### config.mk
export PLATFORM = sky130hd
export DESIGN_NAME = fetch_unit_flat
export DESIGN_NICKNAME = d
export VERILOG_FILES = /design/src/rtl/fetch_unit_if.sv /design/src/rtl/fetch_unit.sv /design/src/flat_wrapper.sv
export SDC_FILE = /design/constraint.sdc
export NUM_CORES = 1
export LEC_CHECK = 0
export ABC_AREA = 1
export ABC_CLOCK_PERIOD_IN_PS = 18090
export CELL_PAD_IN_SITES_DETAIL_PLACEMENT = 1
export CELL_PAD_IN_SITES_GLOBAL_PLACEMENT = 1
export CORE_ASPECT_RATIO = 0.7
export CORE_UTILIZATION = 29
export CTS_BUF_LIST = sky130_fd_sc_hd__clkbuf_4 sky130_fd_sc_hd__clkbuf_8
export DETAILED_ROUTE_END_ITERATION = 8
export GPL_TIMING_DRIVEN = 0
export PLACE_DENSITY_LB_ADDON = 0.1
export SLEW_MARGIN = 25
export SYNTH_ARGS = -nofsm -noshare
export SYNTH_HDL_FRONTEND = slang
export SYNTH_SLANG_ARGS = --single-unit
### constraint.sdc
create_clock -name clk -period 18.09 [get_ports clk]
set_clock_uncertainty 0.2 [all_clocks]
set_input_delay 3.618 -clock clk [delete_from_list [all_inputs] [get_ports clk]]
set_output_delay 3.618 -clock clk [all_outputs]
set_load 0.01 [all_outputs]
### src/rtl/fetch_unit_if.sv
// Fetch-unit bus bundle: instruction-memory request/response channels,
// decode-side output channel and redirect input.
//   imem_req_*  : valid/ready request toward instruction memory
//   imem_rsp_*  : valid-only, in-order response from instruction memory
//   redirect_*  : flush and restart fetch at a new PC
//   valid_o/ready_i/pc_o/insn_o : {pc, insn} toward decode
// Modport master is the fetch unit; slave is the memory/decode environment.
interface fetch_unit_if #(
  parameter int unsigned AWIDTH = 32,
  parameter int unsigned DWIDTH = 32
);
  logic              imem_req_valid_o;
  logic              imem_req_ready_i;
  logic [AWIDTH-1:0] imem_req_addr_o;
  logic              imem_rsp_valid_i;
  logic [DWIDTH-1:0] imem_rsp_data_i;
  logic              redirect_i;
  logic [AWIDTH-1:0] redirect_pc_i;
  logic              valid_o;
  logic              ready_i;
  logic [AWIDTH-1:0] pc_o;
  logic [DWIDTH-1:0] insn_o;

  modport master (
    output imem_req_valid_o, imem_req_addr_o, valid_o, pc_o, insn_o,
    input  imem_req_ready_i, imem_rsp_valid_i, imem_rsp_data_i,
           redirect_i, redirect_pc_i, ready_i
  );

  modport slave (
    input  imem_req_valid_o, imem_req_addr_o, valid_o, pc_o, insn_o,
    output imem_req_ready_i, imem_rsp_valid_i, imem_rsp_data_i,
           redirect_i, redirect_pc_i, ready_i
  );
endinterface

### src/rtl/fetch_unit.sv
// Instruction-fetch stage. Owns the fetch PC, issues in-order requests to
// instruction memory, pairs each returned word with its PC and buffers the
// pairs in a DEPTH-entry FIFO presented to decode. A redirect flushes the
// FIFO and marks every older in-flight response for discard.
// Ports:
//   clk : clock, rising edge
//   rst : synchronous active-low reset (0 = reset)
//   bus : fetch_unit_if.master (memory request/response, redirect, decode)
module fetch_unit #(
  parameter int unsigned       DWIDTH   = 32,
  parameter int unsigned       AWIDTH   = 32,
  parameter logic [AWIDTH-1:0] BASEADDR = AWIDTH'(32'h0100_0000),
  parameter int unsigned       DEPTH    = 4
) (
  input logic          clk,
  input logic          rst,
  fetch_unit_if.master bus
);

  localparam int unsigned PW = (DEPTH > 1) ? $clog2(DEPTH) : 1;
  localparam int unsigned CW = $clog2(DEPTH + 1);

  // Architectural and bookkeeping state
  logic [AWIDTH-1:0] fetch_pc_q, fetch_pc_d;
  logic [CW-1:0]     outst_q, outst_d;
  logic [CW-1:0]     drop_q, drop_d;
  logic [CW-1:0]     count_q, count_d;
  logic [PW-1:0]     pcq_wr_q, pcq_wr_d, pcq_rd_q, pcq_rd_d;
  logic [PW-1:0]     fifo_wr_q, fifo_wr_d, fifo_rd_q, fifo_rd_d;

  // Storage (data only, qualified by pointers/counters)
  logic [AWIDTH-1:0] pcq_mem_q  [DEPTH];
  logic [AWIDTH-1:0] fifo_pc_q  [DEPTH];
  logic [DWIDTH-1:0] fifo_insn_q[DEPTH];

  logic              pop_c;
  logic              req_fire_c;
  logic              rsp_take_c;
  logic              rsp_drop_c;
  logic              rsp_push_c;
  logic [CW:0]       credit_used_c;
  logic [CW-1:0]     outst_after_rsp_c;
  logic              fifo_nempty_c;

  assign fifo_nempty_c = (count_q != '0);

  // Decode-side channel; a redirect suppresses delivery in its own cycle
  assign bus.valid_o = rst & fifo_nempty_c & ~bus.redirect_i;
  assign bus.pc_o    = fifo_nempty_c ? fifo_pc_q[fifo_rd_q]   : '0;
  assign bus.insn_o  = fifo_nempty_c ? fifo_insn_q[fifo_rd_q] : '0;
  assign pop_c       = bus.valid_o & bus.ready_i;

  // Credit: every outstanding request owns a FIFO slot, so the FIFO cannot overflow
  assign credit_used_c = (CW+1)'(outst_q) + (CW+1)'(count_q) - (CW+1)'(pop_c);
  assign bus.imem_req_valid_o = rst & ~bus.redirect_i & (credit_used_c < (CW+1)'(DEPTH));
  assign bus.imem_req_addr_o  = fetch_pc_q;
  assign req_fire_c = bus.imem_req_valid_o & bus.imem_req_ready_i;

  // Responses with nothing outstanding are protocol errors and are ignored
  assign rsp_take_c = rst & bus.imem_rsp_valid_i & (outst_q != '0);
  assign rsp_drop_c = rsp_take_c & (drop_q != '0);
  assign rsp_push_c = rsp_take_c & (drop_q == '0) & ~bus.redirect_i;
  assign outst_after_rsp_c = outst_q - CW'(rsp_take_c);

  // Next-state logic
  always_comb begin
    fetch_pc_d = fetch_pc_q;
    outst_d    = outst_after_rsp_c + CW'(req_fire_c);
    drop_d     = drop_q - CW'(rsp_drop_c);
    count_d    = count_q + CW'(rsp_push_c) - CW'(pop_c);
    pcq_wr_d   = pcq_wr_q + PW'(req_fire_c);
    pcq_rd_d   = pcq_rd_q + PW'(rsp_take_c);
    fifo_wr_d  = fifo_wr_q + PW'(rsp_push_c);
    fifo_rd_d  = fifo_rd_q + PW'(pop_c);

    if (req_fire_c) begin
      fetch_pc_d = fetch_pc_q + AWIDTH'(4);
    end

    // Redirect: no request/pop this cycle; all still-outstanding responses are stale
    if (bus.redirect_i) begin
      fetch_pc_d = bus.redirect_pc_i & ~AWIDTH'(3);
      drop_d     = outst_after_rsp_c;
      count_d    = '0;
      fifo_wr_d  = '0;
      fifo_rd_d  = '0;
    end
  end

  // State registers
  always_ff @(posedge clk) begin
    if (!rst) begin
      fetch_pc_q <= BASEADDR;
      outst_q    <= '0;
      drop_q     <= '0;
      count_q    <= '0;
      pcq_wr_q   <= '0;
      pcq_rd_q   <= '0;
      fifo_wr_q  <= '0;
      fifo_rd_q  <= '0;
    end else begin
      fetch_pc_q <= fetch_pc_d;
      outst_q    <= outst_d;
      drop_q     <= drop_d;
      count_q    <= count_d;
      pcq_wr_q   <= pcq_wr_d;
      pcq_rd_q   <= pcq_rd_d;
      fifo_wr_q  <= fifo_wr_d;
      fifo_rd_q  <= fifo_rd_d;
    end
  end

  // Storage writes
  always_ff @(posedge clk) begin
    if (req_fire_c) begin
      pcq_mem_q[pcq_wr_q] <= fetch_pc_q;
    end
    if (rsp_push_c) begin
      fifo_pc_q[fifo_wr_q]   <= pcq_mem_q[pcq_rd_q];
      fifo_insn_q[fifo_wr_q] <= bus.imem_rsp_data_i;
    end
  end

  // Occupancy sanity checks
  always @(posedge clk) begin
    if (rst) begin
      assert (outst_q <= CW'(DEPTH));
      assert (count_q <= CW'(DEPTH));
      assert (drop_q <= outst_q);
      assert ((CW+1)'(outst_q) + (CW+1)'(count_q) <= (CW+1)'(DEPTH));
    end
  end

endmodule
### src/flat_wrapper.sv
// flat-port wrapper written by rule: the top's interface ports become plain ports
module fetch_unit_flat 
#(
  parameter int unsigned       DWIDTH   = 32,
  parameter int unsigned       AWIDTH   = 32,
  parameter logic [AWIDTH-1:0] BASEADDR = AWIDTH'(32'h0100_0000),
  parameter int unsigned       DEPTH    = 4
)
  (clk, rst, bus_imem_req_valid_o, bus_imem_req_addr_o, bus_valid_o, bus_pc_o, bus_insn_o, bus_imem_req_ready_i, bus_imem_rsp_valid_i, bus_imem_rsp_data_i, bus_redirect_i, bus_redirect_pc_i, bus_ready_i);
  fetch_unit_if #(.AWIDTH(AWIDTH), .DWIDTH(DWIDTH)) bus_i ();
  input logic clk;
  input logic rst;
  output wire logic [$bits(bus_i.imem_req_valid_o)-1:0] bus_imem_req_valid_o;
  output wire logic [$bits(bus_i.imem_req_addr_o)-1:0] bus_imem_req_addr_o;
  output wire logic [$bits(bus_i.valid_o)-1:0] bus_valid_o;
  output wire logic [$bits(bus_i.pc_o)-1:0] bus_pc_o;
  output wire logic [$bits(bus_i.insn_o)-1:0] bus_insn_o;
  input wire logic [$bits(bus_i.imem_req_ready_i)-1:0] bus_imem_req_ready_i;
  input wire logic [$bits(bus_i.imem_rsp_valid_i)-1:0] bus_imem_rsp_valid_i;
  input wire logic [$bits(bus_i.imem_rsp_data_i)-1:0] bus_imem_rsp_data_i;
  input wire logic [$bits(bus_i.redirect_i)-1:0] bus_redirect_i;
  input wire logic [$bits(bus_i.redirect_pc_i)-1:0] bus_redirect_pc_i;
  input wire logic [$bits(bus_i.ready_i)-1:0] bus_ready_i;
  assign bus_imem_req_valid_o = bus_i.imem_req_valid_o;
  assign bus_imem_req_addr_o = bus_i.imem_req_addr_o;
  assign bus_valid_o = bus_i.valid_o;
  assign bus_pc_o = bus_i.pc_o;
  assign bus_insn_o = bus_i.insn_o;
  assign bus_i.imem_req_ready_i = bus_imem_req_ready_i;
  assign bus_i.imem_rsp_valid_i = bus_imem_rsp_valid_i;
  assign bus_i.imem_rsp_data_i = bus_imem_rsp_data_i;
  assign bus_i.redirect_i = bus_redirect_i;
  assign bus_i.redirect_pc_i = bus_redirect_pc_i;
  assign bus_i.ready_i = bus_ready_i;
  fetch_unit #(.DWIDTH(DWIDTH), .AWIDTH(AWIDTH), .BASEADDR(BASEADDR), .DEPTH(DEPTH)) u_core (.clk(clk), .rst(rst), .bus(bus_i));
endmodule
==> impl_metrics.yaml <==
clocking:
  cts_buffer_depth: 3
  cts_sinks: 415
  cts_tree: "yes"
  worstSkewPairLatency_ps: 640
  cts_made_buffers: 72
  cts_setup_buffers: 0
  htree_levels: 3
  post_cts_resized: 0
  root_buffer: "clkbuf_8"
  clk_pin_slew_worst_paths_ps: 60
  cts_hold_buf: 0
detailed_routing:
  m1WireLength_mm: 26.1
  wl_mm: 52.9
  drc_errors: 0
  first_pass_iters: 4
  detail_route.wl_per_cell_um: 19.6
  wl_met2_mm: 23.8
  highest_layer: "met4"
  route.met3.wl_mm: 1.86
  num_vias: 12400
  viasPerCell: 4.60
  first_iter_violations: 648
  detail-route-antenna-nets: 0
global_routing:
  grt-ovfl-total: 0
  grt_max_degree: 12
  grt_pass1_vias: 12900
  antenna_found_initial: 1
  grt_pass1_wl_mm: 79.6
  gr-usage-all-layers: 0.177
timing:
  finalWorstSetupSlack_ps: 7210
  rsz0062_at_grt: "false"
  whs_ps: 376
  setup_violations: 0
  tns_ps: 0
  drv_slew: 0
  period_share: 0.601
  period_needed_ps: 10880
  max_freq_mhz: 91.9
  slew_headroom: 0.392
  max_slew.worst_pin.slew_ps: 911
  hold_viol_final: 0
power:
  power.density_mw_per_mm2: 100
  ir_drop_mv: 0.0403
  total_power_mw: 2.18
  p_switching_mw: 0.533
  combinationalPowerShare: 0.085
  clkPwrFrac: 0.409
  p_seq_frac: 0.506
  power.leakage_nw: 7.59
  internal_power_mw: 1.65
  swShare: 0.245
final_layout:
  n_fill_cell: 6469
  antenna_cells: 0
  final_common_cell: "nor2_1"
  register_area_mm2: 0.0120
  multi_input_area_mm2: 0.00459
  area_growth_pct: 26.6
  fin_nets: 1935
  drive_above_1_share: 0.122
  final_cell_area_mm2: 0.0218
  mostFrequentLayoutCells: "nor2_1, edfxtp_1, o21ai_0"
worst_setup_path:
  crit_top_cell: "inv_1"
  path_delay_family: "buffers and inverters"
  path_cells: "clkdlybuf4s50_1 > inv_2 > nor2_4 > buf_4 > inv_1 > nor3b_1 > ha_1 > inv_1 > ha_1 > nand2_1 > nor2_1 > nor2_1 > nor2_4 > nand2_1 > inv_1 > clkdlybuf4s50_1"
  worst-path-stages: 16
  path_max_fanout: 10
  worstSetupPathType: "input pin to output pin"
  required_ps: 14270
  cp-end-kind: "output pin"
  worstPathArrival_ps: 7060
  cpMaxStageDelayCell: "nor3b_1"
  cp-start-kind: "input pin"
  worst-path-buf-inv: 7
  max_stage_delay_ps: 760
  reg2reg_depth: 16
synthesis:
  synth-xor-area-share: 0.00560
  synth_compound_area_frac: 0.0952
  netlist_area_mm2: 0.0172
  syn_avg_cell_area_um2: 11.1
  synth_area_leader_cell: "edfxtp_1"
  synthMuxAreaShare: 0
  synth_warnings: 0
  synth_fa_ha_area_frac: 0.0143
  syn_inst: 1553
  synth_top_family_by_area: "simple AND/OR/NAND/NOR gates"
  synth_seq_area_share: 0.697
  synth_top_cell_area_share: 0.643
  synth_area_leaders: "edfxtp_1, nor2_1, o21ai_0"
  synth-seq-cells: 415
  synthFlopType: "edfxtp_1"
  yosysUniqueCellTypes: 37
  synth-simple-area-share: 0.148
  synth_edf_count: 368
  async_reset_ff_frac: 0
min_path:
  hold_class: "flip-flop to flip-flop"
  hold_path_depth: 2
floorplanning:
  start_util: 0.294
  die_w_um: 293
  ios: 168
  die_y_um: 206
  coreArea_mm2: 0.0584
  fp-row-count: 74
  dieArea_mm2: 0.0603
flow_run:
  maxCapViolations: 0
place:
  place_area_mm2: 0.0203
  portBuffers: 160
  dpl.hpwl_mm: 37.3
  dp_slack_ps: 7130
  gp_congestion: 0.791
status:
  status: "finished clean"
-- power groups by stage --
stage | Sequential (mW) | Combinational (mW) | Clock (mW)
after floorplan | 1.12 | 0.0965 | 0
after global placement | 1.13 | 0.179 | 0
after detailed placement | 1.12 | 0.190 | 0
after CTS | 1.10 | 0.192 | 0.920
after global routing | 1.11 | 0.209 | 0.956
final | 1.10 | 0.186 | 0.891
-- worst register-to-register path, delay by kind of cell, from the launching register on --
family	cells	cell delay (ps)
buf+inv	6	1160
fa+ha+maj	2	590
flops	1	460
simple gates	8	1950
-- cells by family (layout without fill, tap and decap cells) --
| logic type | count (synthesis) | in the layout |
|---|---|---|
| flip-flops | 415 | 415 |
| other | 1 | 4 |
| XOR/XNOR | 11 | 11 |
| buffers and inverters | 159 | 503 |
| adder cells (fa/ha/maj) | 19 | 19 |
| AO/OA/AOI/OAI | 313 | 313 |
| AND/OR/NAND/NOR | 635 | 635 |
-- worst paths after layout --
| kind | from | end | slack, ps |
|---|---|---|---|
| hold reg to reg | u_core.drop_q[2] | u_core.drop_q[2] | 380 |
| setup reg to reg | u_core.count_q[1] | u_core.pcq_mem_q[3][30] | 13410 |
| hold / removal | u_core.drop_q[2] | u_core.drop_q[2] | 380 |
| setup / recovery | rst | bus_imem_req_valid_o | 7210 |
-- metal layers --
metal,global-route usage,up-vias
met3,0.0345,80
li1,-,5967
met5,0,-
met4,0.0510,0
met2,0.276,194
met1,0.250,6158
-- state kept, by name, summed over array words and instances (netlist names), 3 cells and up --
register	cells
u_core.pcq_mem_q	120
u_core.fifo_insn_q	128
u_core.bus.imem_req_addr_o	30
u_core.drop_q	3
u_core.fifo_pc_q	120
u_core.count_q	3
u_core.outst_q	3
-- cell type report --
| type | count | area share |
|---|---|---|
| Buffer | 83 | 0.0178 |
| Clock buffer | 101 | 0.0564 |
| Clock inverter | 27 | 0.0106 |
| Inverter | 76 | 0.0131 |
| Multi-Input combinational cell | 982 | 0.211 |
| Sequential cell | 415 | 0.551 |
| Tap cell | 798 | 0.0459 |
| Timing Repair Buffer | 216 | 0.0943 |
-- synthesized netlist by cell type (2+ instances only) --
cell / count
inv_2: 6
clkinv_1: 2
edfxtp_1: 368
nor2_4: 2
o21ai_0: 192
nand2_2: 4
buf_6: 5
ha_1: 18
o21bai_1: 8
buf_2: 12
xnor2_1: 8
o22ai_1: 32
a21oi_1: 77
nor3_1: 9
clkbuf_1: 53
nor2_2: 7
nor3_2: 2
nand3_1: 48
buf_4: 6
nand2_1: 163
xor2_1: 3
inv_1: 68
buf_1: 7
nor2_1: 393
dfxtp_1: 47
nand3_2: 2
-- metrics by stage --
stage	util	std cells
floorplan	-	1556
global placement	0.339	2514
detailed placement	0.348	2570
CTS	0.372	2698
global route	0.372	2698
finish	0.372	2698
(Power assumes the default switching activity.)
==> RTL change (same settings) <==
Make the reset (`rst`) asynchronous in one clocked block. Comments in the files are not updated.
--- a/src/rtl/fetch_unit.sv
+++ b/src/rtl/fetch_unit.sv
@@ -90,3 +90,3 @@
   // State registers
-  always_ff @(posedge clk) begin
+  always_ff @(posedge clk or negedge rst) begin
     if (!rst) begin
Check against the original RTL: differs if rst is asserted again (counterexample within 4 cycles, from zero or initial values and one cycle with rst low); with rst held inactive, the same outputs for 4 cycles.
==> RTL change against the unedited design <==
- via count shrank 1.4%
- worst hold slack got worse by 67 ps
- critical path type unchanged
- sequential cell count unchanged
- area after synthesis rose by 0.63%
- final area is 0.22% higher
- wire length grew 0.30%
- worst setup slack improved by 1100 ps
Power is not compared: it rests on default switching activity, and its combinational part moved more than twofold at a synthesized area within 25%.
==> RTL change: results (changes against the unedited design) <==
- Maximum number of pins on one net before global-route repair: 36 (was 12)
* Detail-routed net length per standard cell: 19.8 um (was 19.6 um)
* CP peak stage delay: 530 ps (was 760 ps)
* Detailed-routing iteration count for the pre-antenna-repair pass: 5 (was 4)
* Most common flop cell mapped by yosys: sky130_fd_sc_hd__edfxtp_1 (unchanged)
- Ys async rst share: 11.3% (was 0%)
- Top cells by area in the synthesized netlist: sky130_fd_sc_hd__edfxtp_1 64%, sky130_fd_sc_hd__nor2_1 7.5%, sky130_fd_sc_hd__dfrtp_1 6.7%, sky130_fd_sc_hd__o21ai_0 5.9%, sky130_fd_sc_hd__nand2_1 4.0% (was sky130_fd_sc_hd__edfxtp_1 64%, sky130_fd_sc_hd__nor2_1 8.6%, sky130_fd_sc_hd__o21ai_0 5.6%, sky130_fd_sc_hd__dfxtp_1 5.5%, sky130_fd_sc_hd__nand2_1 3.6%).
- The share of synthesized area occupied by flip-flops and latches is 70.7% (was 69.7%).
- The largest fanout on the critical path is 35 (was 10).
- Met3 WL: 1.83 mm (was 1.86 mm)
* Endpoint arrival time on the critical path: 5990 ps (was 7060 ps)
- The detailed-routing wirelength on met1 is 26.7 mm (was 26.1 mm).
- Antenna violations before repair: 0 (was 1)
- The number of global-route vias before repair came to 12,686 (was 12,899).
- The distinct cell type count after synthesis was 34 (was 37).
- Routed wl met2: 23.7 mm (was 23.8 mm)
- Utilization after layout: 37.2% (about the same)
- The class of the tightest hold or removal check is reg2reg (unchanged).
- The count of filler cells inserted in the layout is 6,406 (was 6,469).
- The standard cell area after detailed placement is 20,400 um^2 (was 20,300 um^2).
* Slew at the pin with the worst max-slew slack: 762 ps (was 911 ps)
* Standard cell with the maximum stage delay on the critical path: sky130_fd_sc_hd__clkdlybuf4s50_1 (was sky130_fd_sc_hd__nor3b_1)
* Total track usage: 17.7% (about the same)
- Run status: finished clean (unchanged).
- Detailed placer's ending HPWL: 37.5 mm (was 37.3 mm)
- The count of nets after finishing was 1,905 (was 1,935).
- Setup Slack @ Placement: 8230 ps (was 7130 ps)
- The share of final-layout standard cells stronger than drive strength 1 came to 10.9% (was 12.2%).
* Most used standard cells in the synthesized netlist: 368 x sky130_fd_sc_hd__edfxtp_1, 347 x sky130_fd_sc_hd__nor2_1, 204 x sky130_fd_sc_hd__o21ai_0 (was 393 x sky130_fd_sc_hd__nor2_1, 368 x sky130_fd_sc_hd__edfxtp_1, 192 x sky130_fd_sc_hd__o21ai_0)
- The total number of vias came to 12,226 (was 12,399).
- The CTS buffer count was 71 (was 72).
- Iteration-0 DRC count of the detailed router: 545 (was 648)
==> RTL change: cell count changes after synthesis, moves of 9 or more <==
cell,before,now
sky130_fd_sc_hd__dfrtp_1,0,46
sky130_fd_sc_hd__nor3_1,9,18
sky130_fd_sc_hd__dfxtp_1,47,0
sky130_fd_sc_hd__o21ai_0,192,204
sky130_fd_sc_hd__inv_1,68,49
sky130_fd_sc_hd__nor2_1,393,347
sky130_fd_sc_hd__clkbuf_1,53,65
sky130_fd_sc_hd__xor2_1,3,14
sky130_fd_sc_hd__nand2_1,163,184
==> RTL change: path summary, 6_finish.rpt <==
kind                       depth (start not counted)                             end  slack, ps               start
max                                               14            bus_imem_req_valid_o       8280                 rst
min                                                1              u_core.pcq_rd_q[0]        310  u_core.pcq_rd_q[0]
max reg2reg                                       18         u_core.pcq_mem_q[3][19]      14060   u_core.count_q[1]
min reg2reg                                        1              u_core.pcq_rd_q[0]        310  u_core.pcq_rd_q[0]
max in group asynchronous                          2  u_core.bus.imem_req_addr_o[24]      14450                 rst
min in group asynchronous                          1   u_core.bus.imem_req_addr_o[8]       2650                 rst
==> RTL change: routing by layer <==
layer  vias to the layer above  global-route usage (%)
met1                      6046                    25.9
met3                        68                    3.28
li1                       5928                       -
met5                         -                       0
met4                         0                    4.19
met2                       184                    27.1
==> RTL change: cells by family (layout without fill, tap and decap cells) <==
kind of cell	after synthesis	in the layout	share of synthesized area, %
simple gates	622	622	14.5
flops	415	415	70.7
compound gates	307	307	9.13
buf+inv	140	487	3.33
xor+xnor	22	22	1.11
fa+ha+maj	17	17	1.27
other cells	1	4	0.0217
==> RTL change: cell type report <==
| class | count | area share (%) |
|---|---|---|
| clock inverter | 32 | 0.665 |
| sequential | 415 | 56.1 |
| inverter | 54 | 0.929 |
| clock buffer | 97 | 5.60 |
| tap | 798 | 4.58 |
| timing repair buffer | 218 | 9.57 |
| multi-input combinational | 972 | 20.9 |
| buffer | 86 | 1.71 |
==> RTL change: power by group <==
part           internal (mW)  total, mW  leakage (nW)  switching [mW]
Combinational          0.202      0.578          3.23           0.376
Clock                  0.439      0.829         0.725           0.390
Sequential              1.17       1.23          3.91          0.0670
Total                   1.81       2.64          7.87           0.834
==> RTL change: per-stage QoR <==
stage                     power [mW]  cells  hold slack (ps)
after floorplan                 1.53   1527              277
after global placement          1.83   2485              286
after detailed placement        1.85   2543              295
after CTS                       2.69   2672              309
after global routing            2.79   2672              351
final                           2.64   2672              309
